`src/rtl/tp_pkg.sv`:
```
// rtl/tp_pkg.sv - shared TEST_PATTERN timing defaults, state encoding and frame-start tail helper
package tp_pkg;

  localparam int H_TOTAL_DEF     = 910;
  localparam int V_TOTAL_DEF     = 262;
  localparam int CONFIRM_LNS_DEF = 4;
  localparam int UNLOCK_TH_DEF   = 8;
  localparam int ERR_W_DEF       = 16;
  localparam int H_W             = 10;
  localparam int V_W             = 9;

  typedef enum logic [1:0] {
    ST_SEARCH  = 2'd0,
    ST_CONFIRM = 2'd1,
    ST_LOCK    = 2'd2
  } tp_state_e;

  // Low byte of the last counter value of a line/frame; the sample before frame start carries it.
  function automatic logic [7:0] fs_tail(input int total);
    return 8'((total - 1) % 256);
  endfunction

endpackage

```
`src/rtl/tp_expect_gen.sv`:
```
// rtl/tp_expect_gen.sv - recovered H/V/F counters and the expected RGB for the next sample
module tp_expect_gen
  import tp_pkg::*;
#(
  parameter int H_TOTAL = H_TOTAL_DEF,
  parameter int V_TOTAL = V_TOTAL_DEF
) (
  input  logic           i_clk,
  input  logic           i_xar,
  input  logic           i_seed,
  input  logic [7:0]     i_seed_f,
  input  logic           i_adv,
  output logic [H_W-1:0] o_h,
  output logic [V_W-1:0] o_v,
  output logic           o_h_wrap,
  output logic           o_v_wrap,
  output logic [23:0]    o_exp
);

  logic [H_W-1:0] r_h;
  logic [V_W-1:0] r_v;
  logic [7:0]     r_f;
  logic [7:0]     w_g;

  assign o_h_wrap = (r_h == H_W'(H_TOTAL - 1));
  assign o_v_wrap = o_h_wrap && (r_v == V_W'(V_TOTAL - 1));
  assign w_g      = r_v[7:0] + r_f + r_h[7:0];
  assign o_exp    = {r_h[7:0], w_g, r_v[7:0]};
  assign o_h      = r_h;
  assign o_v      = r_v;

  // Seeding points at H=1: the frame-start sample itself has already been consumed.
  always_ff @(posedge i_clk) begin
    if (!i_xar) begin
      r_h <= '0;
      r_v <= '0;
      r_f <= '0;
    end else if (i_seed) begin
      r_h <= H_W'(1);
      r_v <= '0;
      r_f <= i_seed_f;
    end else if (i_adv) begin
      if (o_h_wrap) begin
        r_h <= '0;
        if (o_v_wrap) begin
          r_v <= '0;
          r_f <= r_f + 8'd1;
        end else begin
          r_v <= r_v + V_W'(1);
        end
      end else begin
        r_h <= r_h + H_W'(1);
      end
    end
  end

endmodule

```
`config.mk`:
```
export PLATFORM = sky130hd
export DESIGN_NAME = tp_expect_gen
export DESIGN_NICKNAME = d
export VERILOG_FILES = /design/src/rtl/tp_pkg.sv /design/src/rtl/tp_expect_gen.sv
export SDC_FILE = /design/constraint.sdc
export NUM_CORES = 1
export LEC_CHECK = 0
export ABC_CLOCK_PERIOD_IN_PS = 3320
export CORE_UTILIZATION = 48
export CTS_CLUSTER_DIAMETER = 50
export DETAILED_ROUTE_END_ITERATION = 10
export GPL_ROUTABILITY_DRIVEN = 0
export PLACE_DENSITY_LB_ADDON = 0.05
export SLEW_MARGIN = 0
export SYNTH_ARGS = -nofsm -noshare
export SYNTH_HDL_FRONTEND = slang
export SYNTH_SLANG_ARGS = --single-unit
```
`constraint.sdc`:
```
create_clock -name i_clk -period 3.32 [get_ports i_clk]
set_clock_uncertainty 0.05 [all_clocks]
set_input_delay 0.83 -clock i_clk [delete_from_list [all_inputs] [get_ports i_clk]]
set_output_delay 0.83 -clock i_clk [all_outputs]
set_load 0.1 [all_outputs]
```
==> reports/summary.txt, run 1 <==
OUTCOME
--------------------------------------------------------------------------------------------------
Status                                                                                complete, but fails checks
Violations in the final reports                                                       negative setup slack

TIMING
--------------------------------------------------------------------------------------------------
Final worst path period share                                                                 105%
Relative slew slack                                                                          60.7%
Hold Fails Final Rpt                                                                             0
Number of setup violations in the final report                                                   2
Smallest hold slack                                                                       0.475 ns
RSZ-0062 raised after global routing                                                           yes
Crit path setup slack, layout                                                            -0.158 ns
Final Max Tran Viols                                                                             0
Post-layout min period                                                                     3.48 ns
Slew at the pin closest to its max-slew limit                                             0.589 ns
Top achievable clock speed                                                                 288 MHz

LAYOUT
--------------------------------------------------------------------------------------------------
Most common cell after layout, fill and taps aside                                    sky130_fd_sc_hd__buf_4
Number of inserted diodes                                                                        0
Final cell area excluding filler cells                                                    2750 um2
Number of cells in the finished layout apart from fillers                                      345
Share of cells above drive strength 1                                                        32.5%
Layout Area Growth over Synthesis                                                            38.0%
Most frequent cells in the layout                                                     59 x sky130_fd_sc_hd__buf_4, 24 x sky130_fd_sc_hd__nor2_1, 14 x sky130_fd_sc_hd__nand2_1
# nets final                                                                                   327

WORST SETUP PATH
--------------------------------------------------------------------------------------------------
Critical Setup Path Class                                                             register to primary output
Number of buffers and inverters on the critical path                                             2
CP max stage delay                                                                         0.47 ns
Crit path max fanout                                                                             2
Worst EP arrival                                                                           2.60 ns
Required time at the endpoint of the critical path                                         2.44 ns
Nature of the critical path endpoint                                                  primary output
Cell family with most CP delay                                                         adder cells
Cell with the largest stage delay on the worst path                                   sky130_fd_sc_hd__fa_1
List of cells traversed by the critical path                                          fa_1 > ha_2 > fa_2 > a211oi_2 > o21bai_1 > a21oi_1 > buf_4 > xnor2_4 > buf_12
Kind of start point of the critical path                                                  register

DETAILED ROUTING
--------------------------------------------------------------------------------------------------
Number of DRC markers in iteration 0                                                           118
Total detailed-routing wirelength                                                          4970 um
DRT Pass-1 Iters                                                                                 4
Via density per instance                                                                      5.43
Total number of vias                                                                          1875
Post-route antenna net violation count                                                           0
Mean routed wirelength per cell                                                            14.4 um
Drt drc                                                                                          0

GLOBAL ROUTE
--------------------------------------------------------------------------------------------------
Largest net degree at the start of global routing                                               20
Total congestion overflow                                                                        0
Antenna violations before repair                                                                 0
All-layer global routing usage                                                               24.4%
Via count of the first global-routing pass                                                    1738
Wire length of the first global-routing pass                                               8230 um

PLACEMENT
--------------------------------------------------------------------------------------------------
Detail Placement HPWL                                                                      3860 um
Cell Count Post-Placement                                                                      338
Number of input and output port buffers inserted                                                56
Placed instance area                                                                      2670 um2
Worst slack, placed                                                                     -0.0538 ns

CTS
--------------------------------------------------------------------------------------------------
Clock root buffer                                                                     sky130_fd_sc_hd__clkbuf_8
Clock transition time at the flip-flop clock pins of the worst setup and hold paths        0.09 ns
Num Clock Sinks                                                                                 27
Number of buffers added by the clock tree synthesis step                                         3
Worst skew pair latency                                                                    0.27 ns
Number of H-tree branching levels                                                                1
TritonCTS clock tree                                                                          done
# hold bufs at CTS                                                                               0
Maximum number of buffers from clock root to sink                                                2

DIE
--------------------------------------------------------------------------------------------------
Initial cell density of the core                                                             49.8%
Area of the core region                                                                   4000 um2
Chip width                                                                                 66.4 um
Top-level I/O count                                                                             57
DIE AREA                                                                                  4410 um2
Die outline height                                                                         66.4 um
Count of standard-cell rows                                                                     23

SYNTHESIS
--------------------------------------------------------------------------------------------------
Fraction of post-synthesis cell area in the top cell type by area                            27.1%
Count of unique library cells instantiated by Yosys                                             42
Number of synthesized flops with an enable pin                                                   0
Leading register cell type out of synthesis                                           sky130_fd_sc_hd__dfxtp_1
Synth Register Bits                                                                             27
Main area contributors after synthesis                                                sky130_fd_sc_hd__dfxtp_1 27%, sky130_fd_sc_hd__fa_1 8.0%, sky130_fd_sc_hd__ha_1 6.9%
Yosys synthesis warning count                                                                    0
Combined area of all synthesized cells                                                    1990 um2
Syn avg cell area                                                                         8.41 um2
Cell taking the most area after synthesis                                             sky130_fd_sc_hd__dfxtp_1
Sequential share of the synthesized area                                                     27.1%
Number of standard cells after synthesis                                                       237
Net count of the mapped netlist                                                                268
Async set-reset flop share out of synthesis                                                     0%

POWER AND IR DROP
--------------------------------------------------------------------------------------------------
Max IR drop VDD                                                                             174 uV
Power density over cell area                                                            274 nW/um2
Design Power                                                                              0.753 mW
Static leakage                                                                             1.14 nW

HOLD PATH
--------------------------------------------------------------------------------------------------
Tightest Hold Check Type                                                              register to register

JOB
--------------------------------------------------------------------------------------------------
Maxcap violations                                                                                0

==> synth_stat cells, drive strengths merged, types with 5 or more instances <==
master	n
inv	12
nor3	5
nand4	7
nor2	25
nand3	11
buf	18
fa	8
clkbuf	5
nor2b	6
nor4	7
dfxtp	27
a21oi	8
ha	11
o21ai	15
xnor2	13
nand2	14
xor2	5
==> worst reg2reg max path, delay by kind of cell, from the launching register on <==
kind	cells	cell delay (ns)
and+or+nand+nor	3	1.39
DFF	1	0.36
buffers and inverters	2	0.22
adders and majority gates	1	0.20
AOI/OAI and AO/OA	1	0.16
==> where the power goes <==
| group | switching [mW] | internal [mW] |
|---|---|---|
| registers | 0.00867 | 0.327 |
| clock network | 0.107 | 0.0860 |
| logic | 0.145 | 0.0796 |
==> worst paths after layout <==
path                                          start                   to  slack, ns  cells past startpoint
worst max-delay path            o_v[1]$_SDFFE_PP0P_            o_exp[15]      -0.16                      9
worst min-delay path            o_v[8]$_SDFFE_PP0P_  o_v[8]$_SDFFE_PP0P_       0.48                      2
worst max register to register  o_h[1]$_SDFFE_PP0P_  o_v[5]$_SDFFE_PP0P_       0.87                      7
worst min register to register  o_v[8]$_SDFFE_PP0P_  o_v[8]$_SDFFE_PP0P_       0.48                      2
==> registers in the layout (all words and copies together), names as in the netlist <==
signal,count
o_h,10
o_v,9
r_f,8
==> per-layer routing <==
layer  global-route usage [%]  vias to the layer above  share of wire, %
met4                     6.12                        0               1.1
met1                     32.5                      876                47
met3                     3.79                        6               4.0
met2                     41.1                       46                48
met5                        0                        -                 0
li1                         -                      947                 -
==> cell type report <==
| class | instances | area [um2] |
|---|---|---|
| Multi-Input combinational cell | 175 | 1330 |
| Fill cell | 335 | 1250 |
| Timing Repair Buffer | 77 | 693 |
| Sequential cell | 27 | 576 |
| Tap cell | 50 | 62.6 |
| Clock buffer | 4 | 45.0 |
| Inverter | 12 | 45.0 |
==> what timing repair did <==
action | in CTS | in global routing
setup buffers | 2 | 1
resized for setup | 4 | 0
setup endpoints to repair | 2 | 3
pin swaps | 5 | 0
==> cell families (layout without fill, tap and decap cells) <==
| logic type | count (synthesis) | after routing | share of synthesized area, % |
|---|---|---|---|
| buf+inv | 35 | 93 | 9.73 |
| flops | 27 | 27 | 27.1 |
| simple gates | 94 | 94 | 26.4 |
| xor+xnor | 18 | 18 | 7.91 |
| fa+ha+maj | 19 | 19 | 14.9 |
| compound gates | 44 | 44 | 13.9 |
==> per-stage QoR <==
stage	TNS (ns)	util (%)
global placement	-0.0332	66.8
global route	-0.700	68.8
CTS	-0.166	68.6
floorplan	-0.550	-
detailed placement	-0.0538	66.8
finish	-0.290	68.8
Power figures use the tool's default switching activity.
==> run 2: changes to the inputs <==
- ABC_CLOCK_PERIOD_IN_PS: 3320 -> 3500
- CORE_UTILIZATION: 48 -> 25
- clock period: 3.32 -> 3.5 ns (I/O delays scaled with it)
==> reports/summary.txt, run 2 (synthesized netlist as in run 1, its figures left out) <==
OUTCOME
--------------------------------------------------------------------------------------------------
Status                                                                                complete, but fails checks
Violations in the final reports                                                       negative setup slack

LAYOUT
--------------------------------------------------------------------------------------------------
Fillers                                                                                        807
# nets final                                                                                   321
Most common cell after layout, fill and taps aside                                    sky130_fd_sc_hd__buf_4
Number of flip-flops in the largest register                                                    10
Share of cells above drive strength 1                                                        31.8%
Most frequent cells in the layout                                                     53 x sky130_fd_sc_hd__buf_4, 24 x sky130_fd_sc_hd__nor2_1, 14 x sky130_fd_sc_hd__o21ai_0, 14 x sky130_fd_sc_hd__nand2_1
Layout Area Growth over Synthesis                                                            39.0%
Number of inserted diodes                                                                        0
Fin util                                                                                     35.9%

WORST SETUP PATH
--------------------------------------------------------------------------------------------------
Critical Setup Path Class                                                             register to primary output
Kind of start point of the critical path                                                  register
List of cells traversed by the critical path                                          fa_1 > ha_2 > fa_2 > a211oi_4 > o21bai_1 > a21oi_1 > buf_4 > xnor2_4 > buf_12
CP max stage delay                                                                         0.47 ns
Nature of the critical path endpoint                                                  primary output
Worst-case register-to-register setup slack                                                1.19 ns
Worst EP arrival                                                                           2.62 ns
Cell with the largest stage delay on the worst path                                   sky130_fd_sc_hd__fa_1
Required time at the endpoint of the critical path                                         2.57 ns
Number of buffers and inverters on the critical path                                             2
Crit path max fanout                                                                             2
Cell family with most CP delay                                                         adder cells

TIMING
--------------------------------------------------------------------------------------------------
Number of setup violations in the final report                                                   1
Hold Fails Final Rpt                                                                             0
Setup TNS Final                                                                         -0.0421 ns
RSZ-0062 raised after global routing                                                           yes
Post-layout min period                                                                     3.54 ns
Crit path setup slack, layout                                                           -0.0421 ns
Smallest hold slack                                                                       0.484 ns
Slew at the pin closest to its max-slew limit                                             0.634 ns
Relative slew slack                                                                          57.5%
Final Max Tran Viols                                                                             0
Top achievable clock speed                                                                 282 MHz
Final worst path period share                                                                 101%

GLOBAL ROUTE
--------------------------------------------------------------------------------------------------
Antenna violations before repair                                                                 0
Largest net degree at the start of global routing                                               16
Wire length of the first global-routing pass                                               9430 um
Total congestion overflow                                                                        0
All-layer global routing usage                                                               14.5%
Via count of the first global-routing pass                                                    1776

DETAILED ROUTING
--------------------------------------------------------------------------------------------------
Via density per instance                                                                      4.76
DRT Pass-1 Iters                                                                                 4
Number of DRC markers in iteration 0                                                            52
Post-route antenna net violation count                                                           0
Mean routed wirelength per cell                                                            14.9 um
Drt drc                                                                                          0
Total detailed-routing wirelength                                                          5830 um
Total number of vias                                                                          1860

DIE
--------------------------------------------------------------------------------------------------
Top-level I/O count                                                                             57
Count of standard-cell rows                                                                     32
Die outline height                                                                         91.3 um
Area of the core region                                                                   7730 um2
Initial cell density of the core                                                             25.8%
DIE AREA                                                                                  8330 um2
Chip width                                                                                 91.3 um

PLACEMENT
--------------------------------------------------------------------------------------------------
Number of input and output port buffers inserted                                                56
Detail Placement HPWL                                                                      4530 um

POWER AND IR DROP
--------------------------------------------------------------------------------------------------
Net switching share of the total power                                                       35.6%
Max IR drop VDD                                                                             136 uV
Part of the power in registers                                                               44.6%
Total net switching power                                                                 0.256 mW
Proportion of power drawn by the clock network                                               26.3%
Share of power burned in combinational logic                                                 29.2%
Static leakage                                                                             1.11 nW
Cell-internal power                                                                       0.464 mW
Power density over cell area                                                            260 nW/um2

CTS
--------------------------------------------------------------------------------------------------
TritonCTS clock tree                                                                          done
Number of H-tree branching levels                                                                1
Number of buffers added by the clock tree synthesis step                                         3
Clock root buffer                                                                     sky130_fd_sc_hd__clkbuf_8
Maximum number of buffers from clock root to sink                                                2
Post-CTS setup repair buffer count                                                               0
Num Clock Sinks                                                                                 27
Worst skew pair latency                                                                    0.28 ns
Clock transition time at the flip-flop clock pins of the worst setup and hold paths        0.11 ns

HOLD PATH
--------------------------------------------------------------------------------------------------
Tightest Hold Check Type                                                              register to register

JOB
--------------------------------------------------------------------------------------------------
Maxcap violations                                                                                0

-- run 2: what timing repair did --
item,CTS,global route
pin swaps,3,0
endpoints found under the setup margin,1,1
endpoints found under the hold margin,0,0
hold buffers,0,0
resized for setup,3,2
-- run 2: power by group through the flow --
stage               combinational (mW)  sequential (mW)  clock, mW
floorplan                        0.134            0.336          0
global placement                 0.210            0.327          0
detailed placement               0.210            0.328          0
CTS                              0.212            0.321      0.195
global route                     0.223            0.322      0.207
finish                           0.210            0.321      0.189
-- run 2: final cells by class --
cell class | count | area (um2) | area share [%]
Clock buffer | 3 | 41.3 | 1.49
Tap cell | 102 | 128 | 4.60
Timing Repair Buffer | 71 | 648 | 23.4
Sequential cell | 27 | 574 | 20.7
Inverter | 12 | 45.0 | 1.63
Clock inverter | 1 | 5.00 | 0.181
Multi-Input combinational cell | 175 | 1330 | 48.0
-- run 2: worst paths after layout --
kind / start / cells after the start / end
max: o_v[1]$_SDFFE_PP0P_ / 9 / o_exp[15]
min: o_v[5]$_SDFFE_PP0P_ / 2 / o_v[5]$_SDFFE_PP0P_
max reg2reg: o_h[1]$_SDFFE_PP0P_ / 8 / r_f[7]$_SDFFE_PN0P_
min reg2reg: o_v[5]$_SDFFE_PP0P_ / 2 / o_v[5]$_SDFFE_PP0P_
-- run 2: stage by stage --
stage	setup WS, ns	instance area, um2	power [mW]	std cells
6_report	-0.0421	2770	0.720	391
5_1_grt	-0.176	2770	0.752	391
4_1_cts	-0.0600	2760	0.728	391
3_5_place_dp	0.0415	2710	0.538	387
3_3_place_gp	0.0918	2710	0.537	387
2_1_floorplan	-0.191	2080	0.470	237
-- run 2: layer usage --
metal	vias to the layer above	GRT usage, %	routed length [um]
met4	0	3.17	34
met3	2	1.84	186
li1	941	-	-
met1	880	19.7	2840
met2	37	24.4	2770
met5	-	0	0
-- run 2: worst reg2reg max path, stage by stage, from the launching register on --
cell and delay [ns]:
sky130_fd_sc_hd__dfxtp_4 0.36, sky130_fd_sc_hd__buf_4 0.15, sky130_fd_sc_hd__inv_1 0.08, sky130_fd_sc_hd__ha_1 0.20, sky130_fd_sc_hd__nand4b_4 0.15, sky130_fd_sc_hd__or3_1 0.41
sky130_fd_sc_hd__buf_4 0.20, sky130_fd_sc_hd__or4_1 0.48, sky130_fd_sc_hd__a31oi_1 0.17
==> run 3: changes to the inputs <==
- CORE_ASPECT_RATIO: not set -> 1.25
==> reports/summary.txt, run 3 (synthesized netlist as in run 1, its figures left out) <==
OUTCOME
--------------------------------------------------------------------------------------------------
Status                                                                                complete, but fails checks
Violations in the final reports                                                       negative setup slack

DETAILED ROUTING
--------------------------------------------------------------------------------------------------
Number of DRC markers in iteration 0                                                            44
Mean routed wirelength per cell                                                            15.2 um
DRT Pass-1 Iters                                                                                 4
Via density per instance                                                                      4.89
Post-route antenna net violation count                                                           0
Total detailed-routing wirelength                                                          5890 um
Total number of vias                                                                          1887
Drt drc                                                                                          0

WORST SETUP PATH
--------------------------------------------------------------------------------------------------
Nature of the critical path endpoint                                                  primary output
Critical Setup Path Class                                                             register to primary output
Worst EP arrival                                                                           2.59 ns
Kind of start point of the critical path                                                  register
Crit path max fanout                                                                             2
Required time at the endpoint of the critical path                                         2.57 ns

DIE
--------------------------------------------------------------------------------------------------
DIE AREA                                                                                  8340 um2
Initial cell density of the core                                                             25.7%
Count of standard-cell rows                                                                     36
Area of the core region                                                                   7750 um2
Chip width                                                                                 81.9 um
Top-level I/O count                                                                             57
Die outline height                                                                          102 um

POWER AND IR DROP
--------------------------------------------------------------------------------------------------
Share of power burned in combinational logic                                                 29.1%
Proportion of power drawn by the clock network                                               27.0%
Cell-internal power                                                                       0.465 mW
Total net switching power                                                                 0.263 mW
Max IR drop VDD                                                                             148 uV
Part of the power in registers                                                               44.0%
Static leakage                                                                             1.11 nW
Power density over cell area                                                            262 nW/um2
Net switching share of the total power                                                       36.1%

CTS
--------------------------------------------------------------------------------------------------
Worst skew pair latency                                                                    0.29 ns
Number of buffers added by the clock tree synthesis step                                         3
Clock transition time at the flip-flop clock pins of the worst setup and hold paths        0.11 ns
TritonCTS clock tree                                                                          done
Num Clock Sinks                                                                                 27
Number of H-tree branching levels                                                                1
Post-CTS setup repair buffer count                                                               0
Clock root buffer                                                                     sky130_fd_sc_hd__clkbuf_8
# hold bufs at CTS                                                                               0
Maximum number of buffers from clock root to sink                                                2

TIMING
--------------------------------------------------------------------------------------------------
Crit path setup slack, layout                                                           -0.0182 ns
Hold Fails Final Rpt                                                                             0
Final Max Tran Viols                                                                             0
Final worst path period share                                                                 101%
Smallest hold slack                                                                       0.484 ns
Relative slew slack                                                                          61.3%
Number of setup violations in the final report                                                   1
Slew at the pin closest to its max-slew limit                                             0.578 ns
Top achievable clock speed                                                                 284 MHz
RSZ-0062 raised after global routing                                                           yes
Post-layout min period                                                                     3.52 ns

LAYOUT
--------------------------------------------------------------------------------------------------
Number of inserted diodes                                                                        0
# nets final                                                                                   323
Most frequent cells in the layout                                                     55 x sky130_fd_sc_hd__buf_4, 24 x sky130_fd_sc_hd__nor2_1, 14 x sky130_fd_sc_hd__o21ai_0, 14 x sky130_fd_sc_hd__nand2_1, 13 x sky130_fd_sc_hd__dfxtp_1
Fillers                                                                                        820
Layout Area Growth over Synthesis                                                            39.2%
Footprint of the flip-flops and latches                                                    576 um2
Number of flip-flops in the largest register                                                    10
Share of cells above drive strength 1                                                        32.0%
Area of combinational cells with multiple inputs                                          1320 um2
Fin util                                                                                     35.8%
Most common cell after layout, fill and taps aside                                    sky130_fd_sc_hd__buf_4

GLOBAL ROUTE
--------------------------------------------------------------------------------------------------
Antenna violations before repair                                                                 0
Grt met3 use                                                                                 1.70%
Via count of the first global-routing pass                                                    1779
Met1 track demand over resource                                                              19.9%
M2 GR Usage                                                                                  25.7%
Most utilized layer in the global route result                                                met2
Total congestion overflow                                                                        0
Wire length of the first global-routing pass                                               9320 um
Largest net degree at the start of global routing                                               17
All-layer global routing usage                                                               15.0%

JOB
--------------------------------------------------------------------------------------------------
Maxcap violations                                                                                0

HOLD PATH
--------------------------------------------------------------------------------------------------
Tightest Hold Check Type                                                              register to register

PLACEMENT
--------------------------------------------------------------------------------------------------
Detail Placement HPWL                                                                      4640 um
Number of input and output port buffers inserted                                                56

-- run 3: changes by cell type in the layout (fill, tap and decap cells not counted), sizes merged --
cell	delta
clkinvlp	+1
clkinv	-1
buf	+2
-- run 3: critical path, cell delays in order (launching register included) --
cell and delay, ns:
sky130_fd_sc_hd__dfxtp_4 0.37, sky130_fd_sc_hd__fa_1 0.47, sky130_fd_sc_hd__ha_2 0.20, sky130_fd_sc_hd__fa_2 0.35, sky130_fd_sc_hd__a211oi_2 0.22, sky130_fd_sc_hd__o21bai_1 0.10, sky130_fd_sc_hd__a21oi_1 0.14, sky130_fd_sc_hd__buf_4 0.15
sky130_fd_sc_hd__xnor2_4 0.12, sky130_fd_sc_hd__buf_12 0.19
-- run 3: area by class of cell --
type	count	share of cell area (%)
inverters	12	1.62
clock buffers	3	1.49
repair buffers	73	23.9
flip-flops and latches	27	20.7
clock inverters	1	0.271
multi-input cells	175	47.7
well taps	95	4.29
-- run 3: path summary, 6_finish.rpt --
check                           depth (start not counted)  slack (ns)                   to           startpoint
worst max-delay path                                    9       -0.02            o_exp[15]  o_v[1]$_SDFFE_PP0P_
worst min-delay path                                    2        0.48  o_v[8]$_SDFFE_PP0P_  o_v[8]$_SDFFE_PP0P_
worst max register to register                          8        1.18  o_v[5]$_SDFFE_PP0P_  o_h[1]$_SDFFE_PP0P_
worst min register to register                          2        0.48  o_v[8]$_SDFFE_PP0P_  o_v[8]$_SDFFE_PP0P_
-- run 3: timing repair --
action,in CTS,in global routing
hold endpoints to repair,0,0
resized for setup,3,1
endpoints found under the setup margin,1,2
pin swaps,2,0
-- run 3: routing by layer --
metal  wire, um  vias up
met3        167        4
met5          0        -
met4         52        0
met1       2690      903
li1           -      941
met2       2980       39
-- run 3: power by group through the flow --
stage / Sequential (mW) / Clock [mW] / Combinational [mW]
after floorplan: 0.336 / 0 / 0.134
after global placement: 0.328 / 0 / 0.213
after detailed placement: 0.328 / 0 / 0.212
after CTS: 0.321 / 0.204 / 0.214
after global routing: 0.321 / 0.218 / 0.224
final: 0.320 / 0.196 / 0.211
-- run 3: per-stage QoR --
step	cells	cell area [um2]	setup slack, ns	total power, mW	TNS, ns
4_1_cts	386	2770	-0.0489	0.739	-0.0489
2_1_floorplan	237	2080	-0.191	0.470	-0.235
5_1_grt	386	2770	-0.133	0.763	-0.133
3_5_place_dp	382	2710	0.0871	0.540	0
6_report	386	2770	-0.0182	0.727	-0.0182
3_3_place_gp	382	2710	0.0853	0.541	0
==> variant 1 (settings of run 3) <==
Put a register stage on the output `o_exp`. The value now appears one clock later. The other outputs are not delayed to match.
--- a/src/rtl/tp_expect_gen.sv
+++ b/src/rtl/tp_expect_gen.sv
@@ -25,7 +25,9 @@
   assign o_h_wrap = (r_h == H_W'(H_TOTAL - 1));
   assign o_v_wrap = o_h_wrap && (r_v == V_W'(V_TOTAL - 1));
   assign w_g      = r_v[7:0] + r_f + r_h[7:0];
-  assign o_exp    = {r_h[7:0], w_g, r_v[7:0]};
+  always_ff @(posedge i_clk) begin
+    o_exp <= {r_h[7:0], w_g, r_v[7:0]};
+  end
   assign o_h      = r_h;
   assign o_v      = r_v;
 
Check against the original RTL: not equivalent (a bounded check fails within 4 cycles, from zero or initial values).
==> variant 1 against run 3 <==
  * Critical path depth fell by 5
  * Count of clock-buffer cells in the layout rose by 2
  * Power up 85%
  * Highest routed layer unchanged
  * Critical path type unchanged
  * Sequential cell count up 24
  * Setup slack improved by 0.64 ns
  * Cell area grew 16%
  * Area after synthesis rose by 17%
  * Wire length increased by 13%
  * Critical endpoint is now o_v_wrap
==> variant 1: results (changes against run 3) <==
Run status
  • Run status: complete, no violations

Cells and area
  • Antenna diode count: 0 (unchanged)
  • Fillcell total: 979 (+19%)
  • Flip-flop count of the largest register after layout: 24 (+14)
  • Register with the highest flop count: o_exp
  • Net count reported at finish: 341 (+5.6%)
  • Layout cells sized above 1: 22.9% (-9.1 points)

Min path
  • Type of the tightest min-delay check: reg -> reg
  • Hold_sp: o_h[7]$_SDFFE_PP0P_

Clock network
  • Root Buffer: clkbuf_16
  • Post-cts gate resize count: 0 (-3)
  • Clock latency on the worst-skew pair: 0.30 ns
  • Post-CTS setup-driven buffer insertion count: 0 (unchanged)
  • Clock slew at reported path FFs: 0.06 ns (-0.05 ns)
  • Total CTS buffers: 5 (+2)
  • CTS HTree Levels: 2 (+1)
  • CTS max path bufs: 2 (unchanged)

Place
  • Dpl cells: 426 (+12%)
  • Final HPWL DP: 4.98 mm (+7.2%)
  • Port Buffers: 56 (unchanged)

Route
  • Wire length reported by the detailed router: 6.64 mm (+13%)
  • Number of detailed-route iterations in the first pass: 4 (unchanged)
  • Number of design-rule violations left by the first detailed-router iteration: 62 (+41%)
  • Detailed-route wire length per cell: 15.3 um (+0.49%)
  • Vias/cell: 4.58 (-6.4%)

Logic synthesis
  • Complex-gate fraction of the synthesized area: 12.6% (-1.3 points)
  • Synth Area per Inst: 9.75 um^2 (+16%)
  • Distinct cells, synth: 45 (+7.1%)
  • Commonest cells post-synth: 51 x dfxtp_1, 22 x nor2_1, 12 x inv_1
  • Ys Warns: 0 (unchanged)
  • Portion of the post-synthesis area used by sequential elements: 43.8% (+17 points)
  • Share of synthesized cell area in full adder, half adder and majority cells: 12.8% (-2.2 points)
  • Proportion of register bits with asynchronous set or reset after synthesis: 0% (unchanged)
  • Post-synth net total: 270 (+0.75%)
  • Top area cells in the synthesized netlist: dfxtp_1 44%, fa_1 6.9%, ha_1 5.9%
  • Multiplexer share of the synthesized area: 0% (unchanged)
  • Xor and xnor area share after synthesis: 6.77% (-1.1 points)

Global routing
  • Number of antenna violations at the first check in global routing: 0 (unchanged)
  • Wire length of the first global-routing pass: 10.1 mm (+8.3%)
  • Maximum number of pins on one net before global-route repair: 17 (unchanged)
  • Vias in the first global route: 1819 (+2.2%)
  • Tot GR Track Use: 14.5% (-0.54 points)

Critical path
  • Critical path startpoint: o_h[4]$_SDFFE_PP0P_
  • Reg-to-reg startpoint: o_v[1]$_SDFFE_PP0P_
  • Worst endpoint data arrival time: 1.96 ns (-0.63 ns)
  • Critical Path Fanout Max: 8 (+6)

Timing
  • Worst max-slew margin expressed relative to the limit: 63.3% (+2.0 points)

Power and ir drop
  • Net switching power of the design: 364 uW (+39%)
  • Leakage power summed over all cells: 0.00128 uW (+15%)
  • Total power per unit cell area: 419 nW/um^2 (+60%)
  • Peak VDD IR: 0.189 mV (+27%)
## variant 1: changes by cell type in the layout (fill, tap and decap cells not counted), moves of 5 or more
cell              run 3  this run
dfxtp_2               7         0
clkbuf_16             0         5
dfxtp_4               7         0
buf_12                7         2
dfxtp_1              13        51
nand2_1              14         8
## variant 1: kinds of logic (layout without fill, tap and decap cells)
| kind of cell | Yosys count | in the layout |
|---|---|---|
| XOR/XNOR | 18 | 18 |
| flip-flops | 51 | 51 |
| AND/OR/NAND/NOR | 85 | 85 |
| AO/OA/AOI/OAI | 46 | 46 |
| adder cells (fa/ha/maj) | 19 | 19 |
| buffers and inverters | 20 | 91 |
## variant 1: critical path, cell delays in order (launching register included)
cell	delay, ns
dfxtp_1	0.41
or3b_1	0.47
or3_1	0.43
nor2_4	0.17
buf_12	0.18
## variant 1: final cells by class
cell class                      instances  area [um^2]  area share, %
Clock buffer                            5          125           3.90
Tap cell                              123          154           4.80
Clock inverter                          2         37.5           1.17
Multi-Input combinational cell        168         1240           38.7
Inverter                               14         52.6           1.64
Timing Repair Buffer                   70          578           18.0
Sequential cell                        51         1020           31.8
## variant 1: path summary, 6_finish.rpt
| check | to | depth (start not counted) | slack, ns |
|---|---|---|---|
| setup / recovery | o_v_wrap | 4 | 0.62 |
| hold / removal | o_exp[23]$_DFF_P_ | 0 | 0.40 |
| setup reg to reg | o_exp[15]$_DFF_P_ | 7 | 0.82 |
| hold reg to reg | o_exp[23]$_DFF_P_ | 0 | 0.40 |
## variant 1: stage by stage
step | setup slack [ns] | area (um^2) | hold slack, ns | total power (uW)
detailed placement | 0.402 | 3050 | 0.398 | 806
global route | 0.512 | 3210 | 0.423 | 1400
floorplan | 0.0266 | 2340 | 0.432 | 752
global placement | 0.424 | 3050 | 0.392 | 805
CTS | 0.601 | 3210 | 0.407 | 1360
finish | 0.617 | 3210 | 0.399 | 1350
## variant 1: power groups by stage
stage / clock (uW) / combinational [uW] / sequential [uW]
floorplan: 0 / 42.9 / 709
global placement: 0 / 181 / 625
detailed placement: 0 / 181 / 625
CTS: 573 / 181 / 611
global route: 601 / 190 / 614
finish: 556 / 179 / 611
## variant 1: routing by layer
layer | vias up | track usage [%] | share of wire, % | wire (um)
li1 | 1008 | - | - | -
met1 | 921 | 18.3 | 46 | 3080
met2 | 47 | 24.0 | 49 | 3220
met3 | 5 | 3.53 | 3.7 | 247
met4 | 0 | 4.49 | 1.3 | 89
met5 | - | 0 | 0 | 0
==> variant 2 (config.mk and constraints of run 3) <==
Made on the original files. The package constant `V_W` goes from 9 to 18.
--- a/src/rtl/tp_pkg.sv
+++ b/src/rtl/tp_pkg.sv
@@ -7,7 +7,7 @@
   localparam int UNLOCK_TH_DEF   = 8;
   localparam int ERR_W_DEF       = 16;
   localparam int H_W             = 10;
-  localparam int V_W             = 9;
+  localparam int V_W             = 18;
 
   typedef enum logic [1:0] {
     ST_SEARCH  = 2'd0,
Interface: changed (resized o_v); port bits go from 57 to 66. No check against the original RTL was run, so the function may have changed too.
==> variant 2 against run 3 <==
  * Setup slack gained 0.044 ns
  * Cell area up 30%
  * Area after synthesis grew 27%
  * Wire length rose by 32%
  * Power rose by 54%
  * Sequential cell count grew 9
  * Clock power up 140%
  * Count of clock-buffer cells in the layout is 5 higher
  * Register-to-register slack lost 0.34 ns
  * Critical endpoint is now o_exp[14]
  * Highest routed layer unchanged
==> variant 2: results (changes against run 3) <==
Logic synthesis
  • Commonest cells post-synth: 36 x dfxtp_1, 21 x nor2_1, 20 x a21oi_1
  • Share of synthesized cell area in full adder, half adder and majority cells: 11.8% (-3.2 points)
  • Distinct cells, synth: 48 (+14%)
  • Synth Area per Inst: 8.49 um^2 (+0.95%)
  • Portion of the post-synthesis area used by sequential elements: 28.5% (+1.4 points)

Min path
  • Worst Hold End: o_v[0]$_SDFFE_PP0P_

Cells and area
  • Footprint of the flip-flops and latches: 758 um^2 (+32%)
  • Fraction of area in non-clock buffers: 22.3% (-1.6 points)
  • Relative area of clock buffers and inverters in the final design: 4.32% (+2.6 points)
  • Layout cells sized above 1: 32.7% (+0.74 points)
  • Final Cell Area: 3620 um^2 (+30%)

Clock network
  • Total CTS buffers: 5 (+2)
  • CTS HTree Levels: 2 (+1)
  • Clock slew at reported path FFs: 0.06 ns (-0.05 ns)

Critical path
  • Cells on worst reg2reg path: 6 (-2)
  • Worst setup slack for register-to-register paths: 0.84 ns (-0.34 ns)
  • Reg-to-reg startpoint: o_h[5]$_SDFFE_PP0P_
  • Worst endpoint data arrival time: 2.55 ns (-0.04 ns)
  • Critical path's top delay family: compound AO/OA/AOI/OAI gates

Route
  • Metal3 WL: 315 um (+89%)
  • Number of design-rule violations left by the first detailed-router iteration: 80 (+82%)
  • Wire length on met1: 3.32 mm (+23%)
  • Met2 routed wirelength: 3.96 mm (+33%)

Global routing
  • Met3 Resource Use GR: 2.99% (+1.3 points)
  • Fraction of met1 tracks used by global routing: 18.3% (-1.6 points)
  • Met2 track demand over resource: 27.4% (+1.7 points)
  • Wire length of the first global-routing pass: 12.6 mm (+35%)

Timing
  • Transition at the pin with the smallest max-transition slack: 0.888 ns (+0.310 ns)
  • Setup-failing EPs final: 0 (-1)

Place
  • Placed cell area: 3340 um^2 (+23%)

Run status
  • Run status: complete, no violations

Power and ir drop
  • Net switching power of the design: 326 uW (+24%)
-- variant 2: how the worst max path moves through the flow --
stage | endpoint | slack, ns
floorplan | o_exp[14] | -0.19
global placement | o_exp[14] | 0.22
detailed placement | o_exp[14] | 0.19
CTS | o_exp[15] | -0.03
global route | o_exp[15] | -0.06
finish | o_exp[14] | 0.03
-- variant 2: timing repair --
| item | CTS | global route |
|---|---|---|
| hold buffers | 0 | 0 |
| endpoints found under the hold margin | 0 | 0 |
| endpoints found under the setup margin | 2 | 3 |
| gates resized for setup | 3 | 4 |
| cloned | 0 | 0 |
| buffers inserted | 6 | 6 |
| pin swaps | 8 | 8 |
-- variant 2: power by group through the flow --
stage | combinational [uW] | sequential, uW | clock [uW]
2_1_floorplan | 137 | 440 | 0
3_3_place_gp | 212 | 435 | 0
3_5_place_dp | 213 | 435 | 0
4_1_cts | 217 | 425 | 499
5_1_grt | 229 | 426 | 510
6_report | 217 | 425 | 478
